==> config.mk <==
export PLATFORM = sky130hd
export DESIGN_NAME = rv32im_lsu_requester
export DESIGN_NICKNAME = d
export VERILOG_FILES = /design/src/rtl/rv32im_lsu_pkg.sv /design/src/rtl/rv32im_lsu_lane_align.sv /design/src/rtl/rv32im_lsu_requester.sv
export SDC_FILE = /design/constraint.sdc
export NUM_CORES = 1
export LEC_CHECK = 0
export ABC_AREA = 1
export CAP_MARGIN = 20
export CELL_PAD_IN_SITES_DETAIL_PLACEMENT = 2
export CELL_PAD_IN_SITES_GLOBAL_PLACEMENT = 2
export CORE_ASPECT_RATIO = 2
export CORE_MARGIN = 4
export CORE_UTILIZATION = 25
export DETAILED_ROUTE_END_ITERATION = 10
export HOLD_SLACK_MARGIN = 0.1
export PLACE_DENSITY_LB_ADDON = 0.2
export SKIP_CTS_REPAIR_TIMING = 1
export SYNTH_ARGS = -nofsm -noshare
export SYNTH_HDL_FRONTEND = slang
export SYNTH_SLANG_ARGS = --single-unit
==> constraint.sdc <==
create_clock -name clk -period 2.47 [get_ports clk]
set_clock_uncertainty 0.2 [all_clocks]
set_input_delay 0.3705 -clock clk [delete_from_list [all_inputs] [get_ports clk]]
set_output_delay 0.3705 -clock clk [all_outputs]
set_load 0.005 [all_outputs]
==> src/rtl/rv32im_lsu_pkg.sv <==
// Shared types and helpers for the rv32im data-side requester: FSM states,
// access size codes, exception causes and the store byte-lane mask.
package rv32im_lsu_pkg;

   typedef enum logic [1:0] {
      ST_IDLE = 2'd0,
      ST_REQ  = 2'd1,
      ST_WAIT = 2'd2,
      ST_RESP = 2'd3
   } lsu_state_e;

   localparam logic [1:0] SZ_B = 2'd0;
   localparam logic [1:0] SZ_H = 2'd1;
   localparam logic [1:0] SZ_W = 2'd2;
   localparam logic [1:0] SZ_X = 2'd3;

   localparam logic [1:0] EXC_MISALIGN = 2'd1;
   localparam logic [1:0] EXC_ACCESS   = 2'd2;
   localparam logic [1:0] EXC_TIMEOUT  = 2'd3;

   function automatic logic [3:0] lane_mask(input logic [1:0] size, input logic [1:0] a);
      logic [3:0] m;
      case (size)
         SZ_B:    m = 4'b0001 << a;
         SZ_H:    m = 4'b0011 << a;
         SZ_W:    m = 4'b1111;
         default: m = 4'b0000;
      endcase
      return m;
   endfunction

   function automatic logic misaligned(input logic [1:0] size, input logic [1:0] a);
      return (size == SZ_X) || ((size == SZ_H) && a[0]) || ((size == SZ_W) && (a != 2'b00));
   endfunction

endpackage

==> src/rtl/rv32im_lsu_lane_align.sv <==
// Combinational byte-lane steering: shifts store data into its lanes with the
// matching write mask, and extracts/extends load data from the returned word.
module rv32im_lsu_lane_align
   import rv32im_lsu_pkg::*;
(
   input  logic [1:0]  size,
   input  logic [1:0]  addr_lo,
   input  logic        store,
   input  logic        zero_ext,
   input  logic [31:0] wdata,
   input  logic [31:0] rdata,
   output logic [31:0] req_data,
   output logic [3:0]  req_we,
   output logic [31:0] load_data
);

   logic [4:0]         shamt;
   logic [31:0]        rshift;
   logic signed [7:0]  rb;
   logic signed [15:0] rh;
   logic signed [31:0] rb_sx;
   logic signed [31:0] rh_sx;

   assign shamt    = {addr_lo, 3'b000};
   assign req_data = wdata << shamt;
   assign req_we   = store ? lane_mask(size, addr_lo) : 4'b0000;

   assign rshift = rdata >> shamt;
   assign rb     = rshift[7:0];
   assign rh     = rshift[15:0];
   assign rb_sx  = 32'(rb);
   assign rh_sx  = 32'(rh);

   always_comb begin
      load_data = rshift;
      case (size)
         SZ_B:    load_data = zero_ext ? {24'h0, rshift[7:0]}  : rb_sx;
         SZ_H:    load_data = zero_ext ? {16'h0, rshift[15:0]} : rh_sx;
         default: load_data = rshift;
      endcase
   end

endmodule

==> src/rtl/rv32im_lsu_requester.sv <==
// Data-side initiator: one load/store at a time, alignment check, word-aligned
// dmem request, bounded wait for accept/response, then wb / st_ack / exception.
module rv32im_lsu_requester
   import rv32im_lsu_pkg::*;
#(
   parameter int unsigned TIMEOUT_CYCLES = 255
)
(
   input  logic        clk,
   input  logic        rst_n,
   input  logic        op_valid,
   output logic        op_ready,
   input  logic        op_store,
   input  logic [1:0]  op_size,
   input  logic        op_unsigned,
   input  logic [31:0] op_addr,
   input  logic [31:0] op_wdata,
   input  logic [4:0]  op_rd,
   output logic        dmem_req_valid,
   output logic [31:0] dmem_req_addr,
   output logic [31:0] dmem_req_data,
   output logic [3:0]  dmem_req_write_en,
   input  logic        dmem_accept,
   input  logic        dmem_resp_valid,
   input  logic [31:0] dmem_resp_data,
   input  logic        dmem_error,
   output logic        wb_valid,
   output logic [4:0]  wb_rd,
   output logic [31:0] wb_data,
   output logic        st_ack,
   output logic        exc_valid,
   output logic [1:0]  exc_cause,
   output logic [31:0] exc_addr
);

   localparam int unsigned   TW     = $clog2(TIMEOUT_CYCLES + 1);
   localparam logic [TW-1:0] T_LAST = TW'(TIMEOUT_CYCLES - 1);

   lsu_state_e    state;
   logic [TW-1:0] timer;
   logic          timer_hit;
   logic          in_idle;

   logic          lat_store;
   logic          lat_unsigned;
   logic [1:0]    lat_size;
   logic [31:0]   lat_addr;
   logic [4:0]    lat_rd;

   logic [1:0]    al_size;
   logic [1:0]    al_addr_lo;
   logic          al_store;
   logic          al_zext;
   logic [31:0]   al_req_data;
   logic [3:0]    al_req_we;
   logic [31:0]   al_load_data;

   assign in_idle   = (state == ST_IDLE);
   assign timer_hit = (timer == T_LAST);

   // The aligner forms the request from the live op while idle, and extracts load data from the latched op afterwards.
   assign al_size    = in_idle ? op_size        : lat_size;
   assign al_addr_lo = in_idle ? op_addr[1:0]   : lat_addr[1:0];
   assign al_store   = in_idle ? op_store       : lat_store;
   assign al_zext    = in_idle ? op_unsigned    : lat_unsigned;

   rv32im_lsu_lane_align u_align (
      .size      (al_size),
      .addr_lo   (al_addr_lo),
      .store     (al_store),
      .zero_ext  (al_zext),
      .wdata     (op_wdata),
      .rdata     (dmem_resp_data),
      .req_data  (al_req_data),
      .req_we    (al_req_we),
      .load_data (al_load_data)
   );

   always_ff @(posedge clk) begin
      if (in_idle && op_valid) begin
         lat_store    <= op_store;
         lat_unsigned <= op_unsigned;
         lat_size     <= op_size;
         lat_addr     <= op_addr;
         lat_rd       <= op_rd;
      end
   end

   always_ff @(posedge clk or negedge rst_n) begin
      if (!rst_n) begin
         state             <= ST_IDLE;
         timer             <= '0;
         op_ready          <= 1'b1;
         dmem_req_valid    <= 1'b0;
         dmem_req_addr     <= '0;
         dmem_req_data     <= '0;
         dmem_req_write_en <= '0;
         wb_valid          <= 1'b0;
         wb_rd             <= '0;
         wb_data           <= '0;
         st_ack            <= 1'b0;
         exc_valid         <= 1'b0;
         exc_cause         <= '0;
         exc_addr          <= '0;
      end else begin
         wb_valid  <= 1'b0;
         st_ack    <= 1'b0;
         exc_valid <= 1'b0;

         case (state)
            ST_IDLE: begin
               if (op_valid) begin
                  op_ready <= 1'b0;
                  if (misaligned(op_size, op_addr[1:0])) begin
                     exc_valid <= 1'b1;
                     exc_cause <= EXC_MISALIGN;
                     exc_addr  <= op_addr;
                     state     <= ST_RESP;
                  end else begin
                     dmem_req_valid    <= 1'b1;
                     dmem_req_addr     <= {op_addr[31:2], 2'b00};
                     dmem_req_data     <= al_req_data;
                     dmem_req_write_en <= al_req_we;
                     timer             <= '0;
                     state             <= ST_REQ;
                  end
               end
            end

            ST_REQ: begin
               if (dmem_accept && (dmem_error || lat_store || dmem_resp_valid)) begin
                  dmem_req_valid <= 1'b0;
                  state          <= ST_RESP;
                  if (dmem_error) begin
                     exc_valid <= 1'b1;
                     exc_cause <= EXC_ACCESS;
                     exc_addr  <= lat_addr;
                  end else if (lat_store) begin
                     st_ack <= 1'b1;
                  end else begin
                     wb_valid <= 1'b1;
                     wb_rd    <= lat_rd;
                     wb_data  <= al_load_data;
                  end
               end else if (timer_hit) begin
                  dmem_req_valid <= 1'b0;
                  exc_valid      <= 1'b1;
                  exc_cause      <= EXC_TIMEOUT;
                  exc_addr       <= lat_addr;
                  state          <= ST_RESP;
               end else begin
                  if (timer != '1) timer <= timer + 1'b1;
                  if (dmem_accept) begin
                     dmem_req_valid <= 1'b0;
                     state          <= ST_WAIT;
                  end
               end
            end

            ST_WAIT: begin
               if (dmem_resp_valid) begin
                  state <= ST_RESP;
                  if (dmem_error) begin
                     exc_valid <= 1'b1;
                     exc_cause <= EXC_ACCESS;
                     exc_addr  <= lat_addr;
                  end else begin
                     wb_valid <= 1'b1;
                     wb_rd    <= lat_rd;
                     wb_data  <= al_load_data;
                  end
               end else if (timer_hit) begin
                  exc_valid <= 1'b1;
                  exc_cause <= EXC_TIMEOUT;
                  exc_addr  <= lat_addr;
                  state     <= ST_RESP;
               end else if (timer != '1) begin
                  timer <= timer + 1'b1;
               end
            end

            ST_RESP: begin
               op_ready <= 1'b1;
               state    <= ST_IDLE;
            end

            default: begin
               op_ready       <= 1'b1;
               dmem_req_valid <= 1'b0;
               state          <= ST_IDLE;
            end
         endcase
      end
   end

endmodule

==> flow_metrics.py <==
metrics = {
    "critical_path": {
        "worstPathRequired_ns": 2.66,
        "worst_path_most_repeated_cell": "nand2_1",
        "path_class": "flip-flop to flip-flop",
        "crit_path_start_kind": "flip-flop",
        "critPathArrivalTime_ns": 2.50,
        "r2r_setup_slack_ns": 0.17,
        "max_stage_delay_ns": 0.42,
        "worstReg2RegStart": "state[0]$_DFFE_PN0P_",
        "r2r-end": "wb_data[13]$_DFFE_PN0P_",
        "crit_path_end": "wb_data[13]$_DFFE_PN0P_",
        "crit_slowest_cell": "dfrtp_1",
        "cp-startpoint": "state[0]$_DFFE_PN0P_",
        "crit_fanout": 20,
        "rr_worst_depth": 11,
        "endpoint_kind": "flip-flop",
        "path_cells": "inv_1 > ha_4 > buf_4 > o21ai_1 > nand3_1 > nand2_1 > nand2_2 > buf_12 > nand2_1 > nand2_1 > nand2_1",
    },
    "place": {
        "port_buffers": 252,
        "dp_hpwl_mm": 32.4,
        "place.gp.congestion": 0.808,
    },
    "sta": {
        "final.period_utilization_pct": 93.2,
        "final-hold-violation-count": 0,
        "min_period_ns": 2.30,
        "setup_viol_count_final": 0,
        "fin_hold_ws_ns": 0.214,
        "fin_tns_setup_ns": 0,
        "final_max_slew_viol_count": 0,
        "grt_setup_unrepaired": "no",
        "fmax_mhz": 434,
    },
    "final_layout": {
        "fillCellCount": 4910,
        "fin_util_pct": 34.7,
        "seqCellArea_mm2": 0.00504,
        "multi_input_area_mm2": 0.00488,
        "drive_gt1_share_pct": 8.26,
        "syn_to_final_growth_pct": 37.2,
        "nets": 1811,
    },
    "floorplanning": {
        "core_mm2": 0.0419,
        "fp.dieArea_mm2": 0.0460,
        "initial_core_util_pct": 25.3,
        "rows": 106,
        "fp.dieW_um": 154,
        "pin_count": 255,
        "die_h_um": 299,
    },
    "cts": {
        "clkLatencyLatePin_ns": 0.46,
        "clk_pin_slew_ns": 0.08,
        "clock-sinks": 193,
        "clock_tree.buffer_depth": 2,
        "cts_tree": "built",
        "numCtsBuffers": 17,
        "cts_max_level": 4,
        "cts-root-buf": "clkbuf_16",
    },
    "power_and_ir_drop": {
        "ir_drop_v": 0.000576,
        "powerDensity_mw_per_mm2": 1300,
        "p_leak_nw": 6.91,
    },
    "logic_synthesis": {
        "ys_seq_area_share_pct": 47.4,
        "syn_avg_cell_area_um2": 7.25,
        "ys_types": 37,
        "synth_top_cell_by_area": "dfrtp_1",
        "syn_area_mm2": 0.0106,
        "synth_cells": 1464,
        "synth.top_cells.by_area": "dfrtp_1 (36%), nand2_1 (24%), edfxtp_1 (12%)",
        "synth.ff_latch_count": 193,
        "synth_warnings": 0,
        "synth_top_area_share_pct": 35.6,
    },
    "route": {
        "wl_per_cell_um": 19.5,
        "drtAntennaViolNets": 0,
        "drc_errors": 0,
        "num_vias": 10600,
        "drt-initial-drc-count": 260,
        "wl_mm": 43.7,
        "viasPerCell": 4.72,
        "drtPass1Iterations": 4,
    },
    "job": {
        "maxCapViolCount": 0,
    },
    "global_routing": {
        "grt_use_total_pct": 19.2,
        "grt_pass1_vias": 12000,
        "antenna_found_initial": 1,
        "grt_overflow": 0,
        "grt_max_degree": 47,
        "grt_pass1_wl_mm": 69.5,
    },
    "outcome": {
        "status": "finished, final reports clean",
    },
    "min_path": {
        "min_path_type": "primary input to asynchronous set/reset pin",
    },
}
## cells in the final DEF (no fill, tap or decap), drive strengths merged, types with 3 or more instances in the layout
| master | count |
|---|---|
| edfxtp | 41 |
| or2 | 27 |
| bufinv | 3 |
| nand2 | 685 |
| inv | 83 |
| ha | 6 |
| o21ai | 93 |
| nor2 | 123 |
| buf | 46 |
| nand3 | 134 |
| dfrtp | 151 |
| clkdlybuf4s50 | 250 |
| o22ai | 14 |
| a21oi | 12 |
| clkinvlp | 3 |
| xor2 | 4 |
| clkbuf | 18 |
## sequential cells by signal (all words and copies together), names as in the netlist, 2 cells and up
name	cells
dmem_req_data	32
exc_cause	2
wb_data	32
state	2
lat_size	2
lat_addr	32
dmem_req_addr	30
wb_rd	5
dmem_req_write_en	4
exc_addr	32
timer	8
lat_rd	5
## logic make-up (layout without fill, tap and decap cells)
group / after synthesis / count (layout) / share of synthesized area [%]
simple gates: 973 / 973 / 38.1
flops: 193 / 193 / 47.4
buf+inv: 164 / 406 / 7.19
compound gates: 123 / 123 / 6.22
fa+ha+maj: 6 / 6 / 0.707
xor+xnor: 4 / 4 / 0.330
other cells: 1 / 3 / 0.0353
## worst min path at each step
stage / from / endpoint / cells past startpoint
global route: rst_n / dmem_req_data[27]$_DFFE_PN0P_ / 2
detailed placement: rst_n / dmem_req_data[20]$_DFFE_PN0P_ / 1
finish: rst_n / dmem_req_data[20]$_DFFE_PN0P_ / 2
floorplan: rst_n / dmem_req_addr[10]$_DFFE_PN0P_ / 0
CTS: rst_n / dmem_req_data[27]$_DFFE_PN0P_ / 1
global placement: rst_n / dmem_req_data[27]$_DFFE_PN0P_ / 1
## metrics by stage
step,setup slack [ns],power [mW],cells,instance area (µm²)
after CTS,0.105,19.4,2246,14500
final,0.168,18.9,2248,14600
after floorplan,0.0831,10.9,1465,10600
after global routing,0.0105,20.8,2248,14600
after global placement,0.0476,15.9,2214,13900
after detailed placement,0.0329,16.3,2214,13900
## routing by layer
metal | vias to the layer above | wire length [µm] | track usage [%]
met1 | 5314 | 16600 | 20.5
met5 | - | 0 | 0
met4 | 0 | 943 | 5.54
met3 | 36 | 1830 | 3.96
met2 | 214 | 24300 | 37.5
li1 | 5053 | - | -
## final cells by class
type	instances	area share [%]
Clock inverter	14	1.22
Clock buffer	18	2.95
Sequential cell	193	34.6
Inverter	77	2.00
Timing Repair Buffer	297	21.1
Tap cell	540	4.64
Multi-Input combinational cell	1108	33.5
Antenna cell	1	0.0172
## worst max-delay path: cells and delay by family (launching register included)
| kind | cells | cell delay [ns] |
|---|---|---|
| DFF | 1 | 0.42 |
| AOI/OAI and AO/OA | 1 | 0.37 |
| adders and majority gates | 1 | 0.20 |
| buffers and inverters | 3 | 0.45 |
| and+or+nand+nor | 6 | 0.58 |
## cell usage after synthesis (all sizes together)
library cell,count
xor2,4
o21bai,1
nand3,134
dfstp,1
conb,1
dfrtp,151
o21ai,93
nor2,123
edfxtp,41
o22ai,14
o211ai,2
buf,61
ha,6
nand4,2
clkbuf,26
nand2,685
nand3b,2
or2,27
a21oi,12
a31oi,1
inv,77
## report_power, final
group	switching (mW)	internal, mW
Combinational	5.79	4.61
Sequential	0.886	4.59
Clock	1.39	1.62
Total	8.07	10.8
Power figures use the tool's default switching activity.
